--- config.mk ---
export PLATFORM = sky130hd
export DESIGN_NAME = uart_full_duplex
export DESIGN_NICKNAME = d
export VERILOG_FILES = /design/src/rtl/uart_full_duplex.sv
export SDC_FILE = /design/constraint.sdc
export NUM_CORES = 1
export LEC_CHECK = 0
export BUFFER_PORTS_ARGS = -buffer_cell sky130_fd_sc_hd__buf_4
export CORE_ASPECT_RATIO = 0.6
export CORE_MARGIN = 2
export CORE_UTILIZATION = 35
export CTS_CLUSTER_DIAMETER = 40
export DETAILED_ROUTE_END_ITERATION = 8
export GPL_TIMING_DRIVEN = 0
export HOLD_SLACK_MARGIN = 0.15
export PLACE_DENSITY = 0.57
export SYNTH_ARGS = -nofsm -noshare
export SYNTH_HDL_FRONTEND = slang
export SYNTH_SLANG_ARGS = --single-unit
--- constraint.sdc ---
create_clock -name clk -period 1.8 [get_ports clk]
set_input_delay 0.09 -clock clk [delete_from_list [all_inputs] [get_ports clk]]
set_output_delay 0.09 -clock clk [all_outputs]
set_load 0.005 [all_outputs]
--- src/rtl/uart_full_duplex.sv ---
// 8N1 UART: independent transmitter and receiver in a single clock domain.
// Bytes go out LSB first on tx. Bytes received on rx are presented on rx_data with rx_done.
`timescale 1ns/1ps
module uart_full_duplex #(
   parameter int CLK_FREQ  = 50_000_000,
   parameter int BAUD_RATE = 115_200
) (
   input  logic       clk,
   input  logic       reset,
   input  logic       tx_start,
   input  logic [7:0] tx_data,
   input  logic       rx,
   output logic       tx,
   output logic [7:0] rx_data,
   output logic       tx_done,
   output logic       rx_done
);

   localparam int CLKS_PER_BIT = CLK_FREQ / BAUD_RATE;
   localparam int CNT_W        = $clog2(CLKS_PER_BIT);
   localparam logic [CNT_W-1:0] CNT_LAST = CNT_W'(CLKS_PER_BIT - 1);
   localparam logic [CNT_W-1:0] CNT_HALF = CNT_W'(CLKS_PER_BIT / 2 - 1);
   localparam logic [CNT_W-1:0] CNT_ONE  = CNT_W'(1);

   typedef enum logic [1:0] {IDLE, START, DATA, STOP} state_t;

   // Handshake: tx_start is accepted only while the transmitter is IDLE; tx_done
   // is a level that drops on acceptance and rises when the stop bit has ended.
   state_t           tx_state;
   logic [CNT_W-1:0] tx_cnt;
   logic [2:0]       tx_bit;
   logic [7:0]       tx_shift;

   always_ff @(posedge clk) begin
      if (reset) begin
         tx_state <= IDLE;
         tx_cnt   <= '0;
         tx_bit   <= '0;
         tx_shift <= '0;
         tx       <= 1'b1;
         tx_done  <= 1'b0;
      end else begin
         case (tx_state)
            IDLE: begin
               tx     <= 1'b1;
               tx_cnt <= '0;
               tx_bit <= '0;
               if (tx_start) begin
                  tx_shift <= tx_data;
                  tx_done  <= 1'b0;
                  tx       <= 1'b0;
                  tx_state <= START;
               end
            end
            START: begin
               if (tx_cnt == CNT_LAST) begin
                  tx_cnt   <= '0;
                  tx       <= tx_shift[0];
                  tx_shift <= {1'b0, tx_shift[7:1]};
                  tx_state <= DATA;
               end else begin
                  tx_cnt <= tx_cnt + CNT_ONE;
               end
            end
            DATA: begin
               if (tx_cnt == CNT_LAST) begin
                  tx_cnt <= '0;
                  if (tx_bit == 3'd7) begin
                     tx       <= 1'b1;
                     tx_state <= STOP;
                  end else begin
                     tx       <= tx_shift[0];
                     tx_shift <= {1'b0, tx_shift[7:1]};
                     tx_bit   <= tx_bit + 3'd1;
                  end
               end else begin
                  tx_cnt <= tx_cnt + CNT_ONE;
               end
            end
            STOP: begin
               if (tx_cnt == CNT_LAST) begin
                  tx_cnt   <= '0;
                  tx_done  <= 1'b1;
                  tx_state <= IDLE;
               end else begin
                  tx_cnt <= tx_cnt + CNT_ONE;
               end
            end
            default: tx_state <= IDLE;
         endcase
      end
   end

   // Two-flop synchroniser; both flops idle high so reset does not fake a start bit.
   logic rx_s1, rx_s2;

   always_ff @(posedge clk) begin
      if (reset) begin
         rx_s1 <= 1'b1;
         rx_s2 <= 1'b1;
      end else begin
         rx_s1 <= rx;
         rx_s2 <= rx_s1;
      end
   end

   state_t           rx_state;
   logic [CNT_W-1:0] rx_cnt;
   logic [2:0]       rx_bit;
   logic [7:0]       rx_shift;

   always_ff @(posedge clk) begin
      if (reset) begin
         rx_state <= IDLE;
         rx_cnt   <= '0;
         rx_bit   <= '0;
         rx_shift <= '0;
         rx_data  <= '0;
         rx_done  <= 1'b0;
      end else begin
         case (rx_state)
            IDLE: begin
               rx_cnt <= '0;
               rx_bit <= '0;
               if (!rx_s2) begin
                  rx_done  <= 1'b0;
                  rx_state <= START;
               end
            end
            START: begin
               // Half-bit check aligns all later samples to bit centres.
               if (rx_cnt == CNT_HALF) begin
                  rx_cnt   <= '0;
                  rx_state <= rx_s2 ? IDLE : DATA;
               end else begin
                  rx_cnt <= rx_cnt + CNT_ONE;
               end
            end
            DATA: begin
               if (rx_cnt == CNT_LAST) begin
                  rx_cnt   <= '0;
                  rx_shift <= {rx_s2, rx_shift[7:1]};
                  rx_bit   <= rx_bit + 3'd1;
                  if (rx_bit == 3'd7) rx_state <= STOP;
               end else begin
                  rx_cnt <= rx_cnt + CNT_ONE;
               end
            end
            STOP: begin
               // Leaving at the stop-bit centre leaves half a bit to catch the next start.
               if (rx_cnt == CNT_LAST) begin
                  rx_cnt   <= '0;
                  rx_state <= IDLE;
                  if (rx_s2) begin
                     rx_data <= rx_shift;
                     rx_done <= 1'b1;
                  end
               end else begin
                  rx_cnt <= rx_cnt + CNT_ONE;
               end
            end
            default: rx_state <= IDLE;
         endcase
      end
   end

endmodule

==> results of run 1 <==
power by group:
part | switching, W | internal (W) | leakage, nW
Clock | 0.000585 | 0.00146 | 0.175
Combinational | 0.000579 | 0.000487 | 0.853
Sequential | 0.0000751 | 0.00138 | 0.463
Total | 0.00124 | 0.00333 | 1.49
stage by stage:
step	area (sq um)	power (W)	setup WS, ns	hold WS (ns)	std cells
floorplan	2680	0.00225	0.132	0.194	280
detailed placement	2970	0.00246	-0.165	0.278	406
finish	3490	0.00457	0.114	0.213	433
global route	3490	0.00479	0.000400	0.280	433
CTS	3450	0.00458	0.0241	0.208	433
global placement	2970	0.00245	-0.165	0.278	406
cell usage after synthesis (all sizes together) (2+ instances only):
library cell | number | area, sq um
dfxtp | 57 | 1140
nor2 | 41 | 154
mux2i | 24 | 240
a21oi | 18 | 93.8
ha | 13 | 163
nand3 | 13 | 70.1
nand2 | 12 | 45.0
a311oi | 10 | 87.6
inv | 10 | 37.5
xor2 | 9 | 78.8
clkbuf | 7 | 26.3
o21ai | 7 | 38.8
buf | 6 | 38.8
nand4 | 6 | 50.0
xnor2 | 5 | 43.8
and3 | 4 | 26.3
a211oi | 3 | 22.5
and4bb | 3 | 41.3
nor3 | 3 | 15.0
or2 | 3 | 18.8
a21o | 2 | 17.5
a31oi | 2 | 12.5
and2 | 2 | 15.0
nand2b | 2 | 12.5
nor2b | 2 | 12.5
or3 | 2 | 12.5
flip-flops by register name, indices dropped and copies added, names as in the netlist, 2 cells and up, named ones only:
name	count
rx_data	8
tx_state	2
rx_bit	3
tx_cnt	9
rx_shift	8
tx_bit	3
tx_shift	8
rx_cnt	9
cell type report:
type | count | area (sq um)
clock buffer | 12 | 267
inverter | 10 | 37.5
clock inverter | 4 | 97.6
buffer | 13 | 68.8
fill | 712 | 3840
timing repair buffer | 33 | 273
multi-input combinational | 200 | 1470
sequential | 57 | 1140
tap | 104 | 130
kinds of logic after synthesis:
group	Yosys count	share of synthesized area, %
muxes	24	8.97
adders and majority gates	13	6.07
AOI/OAI and AO/OA	48	12.9
DFF	57	42.6
xor gates and xnor gates	14	4.58
and+or+nand+nor	101	21.1
buffers and inverters	23	3.83
routing by layer:
layer,vias to the layer above,global-route usage [%]
met5,-,0
met4,0,6.67
met3,9,5.67
met2,31,20.4
met1,984,21.2
li1,1088,-
worst max path at each step:
stage | end | slack [ns] | start | depth (start not counted)
global placement | tx_shift[1] | -0.17 | tx_state[0] | 7
detailed placement | tx_shift[1] | -0.16 | tx_state[0] | 7
global route | tx_shift[1] | 0.0004 | tx_state[0] | 8
floorplan | tx_shift[7] | 0.13 | tx_state[0] | 7
finish | rx_done | 0.11 | rx_cnt[1] | 6
CTS | rx_data[5] | 0.02 | rx_cnt[0] | 5
worst max-delay path: cells and delay by family (launching register included):
kind                       cells  cell delay [ns]
DFF                            1             0.35
buffers and inverters          1             0.10
AOI/OAI and AO/OA              1             0.11
adders and majority gates      1             0.16
and+or+nand+nor                3             0.88
what timing repair did:
action | CTS | global route
endpoints found under the hold margin | 10 | 0
resized for setup | 2 | 10
setup endpoints to repair | 9 | 33
hold buffers | 10 | 0
buffers inserted | 1 | 0
pin swaps | 1 | 0
==> flow_summary.json, run 1 <==
{
  "routed_via_density": 4.88,
  "drt_wl_total_mm": 5.51,
  "cts_root_buf": "clkbuf_16",
  "final_max_slew_viol_count": 0,
  "highest_layer": "met4",
  "yosys_warnings": 0,
  "avgSynthCellArea_sq_um": 9.57,
  "die_h_um": 71.8,
  "num_cts_buffers": 9,
  "total_leakage_power_nw": 1.49,
  "number_of_remaining_drc_errors": 0,
  "hold_path_class": "in2reg",
  "number_of_enable_flip_flop_cells_after_synthesis": 0,
  "start_kind": "flip-flop",
  "netlist_area_before_placement_sq_um": 2680,
  "timing.critical_path.fanout_max": 5,
  "cell_by_cell_trace_of_the_critical_path": "inv_1, ha_1, and4bb_4, and3_1, a31oi_1, nor4_1",
  "critical_path.reg2reg.startpoint": "rx_cnt[1]",
  "power.density_cell_area_nw_per_um2": 1310,
  "ir_drop_mv": 0.609,
  "cp.required_ns": 2.02,
  "finalSetupViolations": 0,
  "synth_async_reset_ratio_pct": 0,
  "path_class": "reg2reg",
  "rr_endpoint": "rx_done",
  "final.setup_skew_ns": 0.00689,
  "hold_end": "tx_cnt[1]",
  "worstPathArrival_ns": 1.91,
  "grt_start_max_net_pins": 11,
  "hold_path_depth": 4,
  "finalWorstPathRequiredPeriod_ns": 1.69,
  "postLayoutCoreUtil_pct": 47.6,
  "ys_seq_elements": 57,
  "numPortBuffers": 22,
  "cp_endpoint_kind": "flip-flop",
  "netlist-cell-type-count": 49,
  "fin_crit_sh_pct": 93.7,
  "met3WireLength_um": 243,
  "dr.first_iter.drc_count": 121,
  "fmax_mhz": 593,
  "firstDrtPassIters": 4,
  "dieArea_sq_um": 8390,
  "cts.reportedPaths.clkPinSlew_ns": 0.05,
  "global_route_wire_length_before_repair_mm": 9.65,
  "synthesized_netlist_cell_count": 280,
  "tritoncts": "done",
  "critPathSlowestCell": "dfxtp_1",
  "grt_setup_unrepaired": "no",
  "globalRouteOverflowTotal": 0,
  "clock_tree.htree_level_count": 3,
  "syn-num-nets": 305,
  "clock_latency_on_the_worst_skew_pair_ns": 0.33,
  "routedLengthMet1_mm": 3.02,
  "fin_tns_setup_ns": 0,
  "timing.max_slew.rel_slack_pct": 61.5,
  "hold_path_startpoint": "reset",
  "clock_path_buffers": 2,
  "floorplan.io_pins": 23,
  "die-width_um": 117,
  "drv_cap": 0,
  "report.final.hold_viol_count": 0,
  "synth.yosys.seq_area_share_pct": 42.6,
  "diodes": 0,
  "gp_routability_congestion": 0.803,
  "first_global_vias": 2023,
  "worst_path_largest_cell_delay_ns": 0.35,
  "antenna_found_initial": 0,
  "grt_util_all_layers_pct": 15.1,
  "floorplan.initialDensity_pct": 36.6,
  "timing_worst_slew_pin_value_ns": 0.577,
  "cts_sinks": 57,
  "areaGrowthSynthToFinish_pct": 30.2,
  "reg2reg_slack_ns": 0.11,
  "outcome": "finished, final reports clean",
  "nets": 349,
  "wl_met2_mm": 2.16,
  "share_of_cells_above_drive_strength_1_pct": 21.9,
  "layout_common_cells": "dfxtp_1 (55), nor2_1 (39), buf_4 (25)",
  "via_count": 2112,
  "core_area_sq_um": 7330,
  "most_common_library_cell_in_the_layout_ignoring_fill_and_taps": "dfxtp_1",
  "drt.antenna.violating_nets": 0,
  "synth_ff_type": "dfxtp_1",
  "reg2regPathDepth": 6,
  "avgRoutedWirePerCell_um": 12.7,
  "dp.final_hpwl_mm": 3.76,
  "core.rowCount": 24
}
Power figures use the tool's default switching activity.
==> run 2, diff against run 1 <==
- CTS_BUF_LIST: unset -> sky130_fd_sc_hd__clkbuf_16
==> run 2 against run 1 <==
Worst setup slack better by 0.0066 ns. Non-clock buffer count stayed put. Combinational power hardly changed. Wire length is 0.16% lower. First-iteration DRC count is 5.0% lower. Sequential cell count stayed put. Critical endpoint is now tx_shift[1]. Largest power group unchanged.
==> flow_summary.json, run 2 (synthesized netlist as in run 1, its figures left out) <==
{
  "outcome": "finished, final reports clean",
  "ir_drop_mv": 0.607,
  "floorplan.io_pins": 23,
  "routedLengthMet1_mm": 3.01,
  "start_kind": "flip-flop",
  "crit_family": "compound AO/OA/AOI/OAI gates",
  "cts.reportedPaths.clkPinSlew_ns": 0.05,
  "antenna_found_initial": 0,
  "report.final.hold_viol_count": 0,
  "hold-worst-slack_ns": 0.211,
  "wl_met2_mm": 2.15,
  "numPortBuffers": 22,
  "core_area_sq_um": 7330,
  "cp_endpoint_kind": "flip-flop",
  "power.density_cell_area_nw_per_um2": 1280,
  "areaGrowthSynthToFinish_pct": 29.1,
  "reg2reg_slack_ns": 0.12,
  "first_global_vias": 2026,
  "met3WireLength_um": 254,
  "critPathSlowestCell": "dfxtp_2",
  "hold_path_class": "in2reg",
  "tritoncts": "done",
  "worstPathArrival_ns": 1.91,
  "die_h_um": 71.8,
  "globalRouteOverflowTotal": 0,
  "critical_path.n_buffers_inverters": 3,
  "cts_root_buf": "clkbuf_16",
  "fin_crit_sh_pct": 93.3,
  "fmax_mhz": 595,
  "cell_by_cell_trace_of_the_critical_path": "inv_1, ha_1, buf_4, nand2_1, a31o_4, buf_6, a21oi_1, a311oi_1",
  "total_leakage_power_nw": 1.47,
  "dr.first_iter.drc_count": 115,
  "drt_wl_total_mm": 5.51,
  "share_of_cells_above_drive_strength_1_pct": 21.0,
  "timing_worst_slew_pin_value_ns": 0.577,
  "totalPowerFinal_w": 0.00444,
  "grt_util_all_layers_pct": 15.1,
  "avgRoutedWirePerCell_um": 12.7,
  "diodes": 0,
  "dieArea_sq_um": 8390,
  "finalSetupViolations": 0,
  "timing.max_slew.rel_slack_pct": 61.5,
  "global_route_wire_length_before_repair_mm": 9.67,
  "clock_tree.htree_level_count": 3,
  "most_common_library_cell_in_the_layout_ignoring_fill_and_taps": "dfxtp_1",
  "final_max_slew_viol_count": 0,
  "cts_sinks": 57,
  "number_of_remaining_drc_errors": 0,
  "firstDrtPassIters": 4,
  "drt.antenna.violating_nets": 0,
  "dp.final_hpwl_mm": 3.76,
  "layout_common_cells": "dfxtp_1 (55), nor2_1 (39), buf_4 (25)",
  "via_count": 2118,
  "grt_start_max_net_pins": 11,
  "path_class": "reg2reg",
  "clock_path_buffers": 2,
  "postLayoutCoreUtil_pct": 47.2,
  "nets": 349,
  "fin_tns_setup_ns": 0,
  "drv_cap": 0,
  "cp.required_ns": 2.04,
  "timing.critical_path.fanout_max": 10,
  "core.rowCount": 24,
  "floorplan.initialDensity_pct": 36.6,
  "routed_via_density": 4.89,
  "worst_path_largest_cell_delay_ns": 0.36,
  "top_regs": "rx_cnt x9, tx_cnt x9",
  "num_cts_buffers": 9,
  "die-width_um": 117,
  "n_fill_cell": 719,
  "finalWorstPathRequiredPeriod_ns": 1.68,
  "clock_latency_on_the_worst_skew_pair_ns": 0.33,
  "highest_layer": "met4",
  "gp_routability_congestion": 0.803,
  "final.setup_skew_ns": 0.00669
}
==> run 2: changes by cell type in the layout (fill, tap and decap cells not counted) <==
cell | previous run | this run
clkbuf_8 | 3 | 0
clkinv_1 | 0 | 3
==> run 2: final cells by class <==
cell class / count / area [sq um] / area share [%]
Tap cell: 104 / 130 / 3.76
Clock inverter: 7 / 109 / 3.15
Buffer: 13 / 68.8 / 1.99
Multi-Input combinational cell: 200 / 1470 / 42.5
Sequential cell: 57 / 1140 / 33.1
Clock buffer: 9 / 225 / 6.51
Timing Repair Buffer: 33 / 273 / 7.89
Inverter: 10 / 37.5 / 1.09
==> run 2: per-layer routing <==
metal	vias up	track usage, %
met4	0	6.67
met3	9	5.67
met2	35	20.4
met1	985	21.3
met5	-	0
li1	1089	-
==> run 2: through the flow <==
step | worst slack [ns] | cells | area (sq um)
after floorplan | 0.132 | 280 | 2680
after global placement | -0.165 | 406 | 2970
after detailed placement | -0.165 | 406 | 2970
after CTS | 0.0241 | 433 | 3420
after global routing | -0.00104 | 433 | 3460
final | 0.120 | 433 | 3460
==> run 2: power breakdown <==
| group | switching [W] | internal, W |
|---|---|---|
| logic | 0.000580 | 0.000487 |
| registers | 0.0000751 | 0.00138 |
| clock network | 0.000582 | 0.00134 |
| total | 0.00124 | 0.00320 |
==> run 2: worst register-to-register path: cells and delay by family (launching register included) <==
| family | cells | cell delay (ns) |
|---|---|---|
| compound gates | 3 | 0.51 |
| fa+ha+maj | 1 | 0.19 |
| buf+inv | 3 | 0.40 |
| simple gates | 1 | 0.13 |
| flops | 1 | 0.36 |
==> run 2: final timing paths <==
kind | start | to | cells after the start
worst max-delay path | tx_state[0] | tx_shift[1] | 8
worst min-delay path | reset | tx_cnt[1] | 4
worst max register to register | tx_state[0] | tx_shift[1] | 8
worst min register to register | rx_s1 | rx_s2 | 1
==> run 2: what timing repair did <==
item	CTS	global route
pin swaps	1	0
hold endpoints to repair	10	0
setup endpoints to repair	9	33
gates cloned	0	0
buffers inserted	1	0
resized for setup	2	10
hold buffers	10	0
==> run 3, diff against run 2 <==
- CORE_MARGIN: 2 -> 1.5
- SLEW_MARGIN: unset -> 20
==> run 3 against run 2 <==
Fmax shrank 0.20%. Register-to-register slack about the same. Sequential cell count unchanged. Hold slack improved by 0.0075 ns. Final area is 0.80% higher.
==> flow_summary.json, run 3 (synthesized netlist as in run 1, its figures left out) <==
{
  "n_fill_cell": 716,
  "finalSetupViolations": 0,
  "cp_endpoint_kind": "flip-flop",
  "areaGrowthSynthToFinish_pct": 30.1,
  "die-width_um": 116,
  "gp_routability_congestion": 0.794,
  "via_count": 2108,
  "final_max_slew_viol_count": 0,
  "total_leakage_power_nw": 1.50,
  "cts_root_buf": "clkbuf_16",
  "report.final.hold_viol_count": 0,
  "first_global_vias": 1936,
  "dp.final_hpwl_mm": 3.72,
  "ir_drop_mv": 0.764,
  "floorplan.initialDensity_pct": 36.6,
  "nets": 349,
  "antenna_found_initial": 0,
  "finalWorstPathRequiredPeriod_ns": 1.68,
  "core.rowCount": 24,
  "num_cts_buffers": 9,
  "floorplan.io_pins": 23,
  "critical_path.reg2reg.startpoint": "rx_cnt[1]",
  "die_h_um": 70.8,
  "fin_crit_sh_pct": 93.5,
  "timing.max_slew.rel_slack_pct": 64.3,
  "outcome": "finished, final reports clean",
  "clock_path_buffers": 2,
  "postLayoutCoreUtil_pct": 47.6,
  "diodes": 0,
  "grt_util_all_layers_pct": 15.3,
  "cts_sinks": 57,
  "start_kind": "flip-flop",
  "top_regs": "rx_cnt x9, tx_cnt x9",
  "reg2regPathDepth": 6,
  "clock_latency_on_the_worst_skew_pair_ns": 0.33,
  "cp.required_ns": 2.04,
  "global_route_wire_length_before_repair_mm": 9.49,
  "reg2reg_slack_ns": 0.12,
  "hold_path_class": "in2reg",
  "layout_common_cells": "dfxtp_1 (55), nor2_1 (39), buf_4 (24), mux2i_1 (24), a21oi_1 (17)",
  "globalRouteOverflowTotal": 0,
  "final.setup_skew_ns": 0.00509,
  "hold_path_startpoint": "reset",
  "seqCellArea_sq_um": 1140,
  "grt_start_max_net_pins": 11,
  "fmax_mhz": 594,
  "clock_tree.htree_level_count": 3,
  "share_of_cells_above_drive_strength_1_pct": 21.3,
  "routed_via_density": 4.87,
  "path_class": "reg2reg",
  "power.density_cell_area_nw_per_um2": 1320,
  "drt_wl_total_mm": 5.54,
  "firstDrtPassIters": 4,
  "numPortBuffers": 22,
  "drt.antenna.violating_nets": 0,
  "grt_setup_unrepaired": "no",
  "drv_cap": 0,
  "hold_path_depth": 4,
  "place_inst": 406,
  "hold_end": "tx_cnt[1]",
  "cts.reportedPaths.clkPinSlew_ns": 0.05,
  "timing.critical_path.fanout_max": 5,
  "dr.first_iter.drc_count": 128,
  "tritoncts": "done",
  "dieArea_sq_um": 8200,
  "most_common_library_cell_in_the_layout_ignoring_fill_and_taps": "dfxtp_1",
  "stdcell_count": 433,
  "worstPathArrival_ns": 1.92,
  "multiInputGateArea_sq_um": 1470,
  "avgRoutedWirePerCell_um": 12.8,
  "rr_endpoint": "rx_bit[0]",
  "timing_worst_slew_pin_value_ns": 0.535,
  "number_of_remaining_drc_errors": 0,
  "core_area_sq_um": 7330
}
[run 3: cell count changes in the layout (fill, tap and decap cells not counted), sizes merged]
cell    before  now
buf         29   28
bufinv       3    4
clkbuf      16   17
clkinv       3    0
inv         10   12
[run 3: stage by stage]
| stage | setup TNS [ns] | hold slack [ns] | total power, W | area [sq um] | worst slack [ns] |
|---|---|---|---|---|---|
| global placement | -0.360 | 0.295 | 0.00245 | 2970 | -0.154 |
| finish | 0 | 0.219 | 0.00459 | 3490 | 0.117 |
| floorplan | 0 | 0.194 | 0.00225 | 2680 | 0.132 |
| detailed placement | -0.310 | 0.303 | 0.00246 | 2970 | -0.140 |
| CTS | 0 | 0.210 | 0.00459 | 3450 | 0.0432 |
| global route | 0 | 0.264 | 0.00485 | 3490 | 0.00791 |
[run 3: per-layer routing]
layer | share of wire [%] | global-route usage (%)
met1 | 56 | 22.1
met2 | 39 | 19.2
met3 | 4.5 | 6.60
met4 | 0.72 | 6.50
met5 | 0 | 0
[run 3: where the power goes]
group / switching (W) / leakage [nW] / internal, W / total (W)
clock: 0.000593 / 0.178 / 0.00148 / 0.00207
sequential: 0.0000741 / 0.463 / 0.00138 / 0.00146
combinational: 0.000581 / 0.859 / 0.000485 / 0.00107
[run 3: worst max-delay path by stage]
| stage | startpoint | end | slack (ns) | depth (start not counted) |
|---|---|---|---|---|
| after floorplan | tx_state[0] | tx_shift[7] | 0.13 | 7 |
| final | rx_cnt[1] | rx_bit[0] | 0.12 | 6 |
| after global placement | tx_state[0] | tx_shift[1] | -0.15 | 7 |
| after global routing | rx_cnt[1] | rx_bit[0] | 0.008 | 6 |
| after detailed placement | tx_state[0] | tx_shift[1] | -0.14 | 7 |
| after CTS | rx_cnt[0] | rx_data[1] | 0.04 | 5 |
[run 3: worst max-delay path: stages (launching register included)]
cell	delay, ns
dfxtp_1	0.35
inv_1	0.09
ha_1	0.13
and4bb_2	0.35
nand3_2	0.13
or3_1	0.33
a211oi_1	0.21
[run 3: cell type report]
cell class                 instances  share of cell area (%)
clock inverter                     7                    3.88
multi-input combinational        200                    42.2
buffer                            13                    1.97
inverter                          10                    1.08
sequential                        57                    32.8
tap                              104                    3.73
timing repair buffer              33                    7.82
clock buffer                       9                    6.46
[run 3: what timing repair did]
action	4_1_cts	5_1_grt
hold buffers	10	0
setup endpoints to repair	6	31
setup buffers	1	0
endpoints found under the hold margin	10	0
gates resized for setup	2	9
pin swaps	1	1
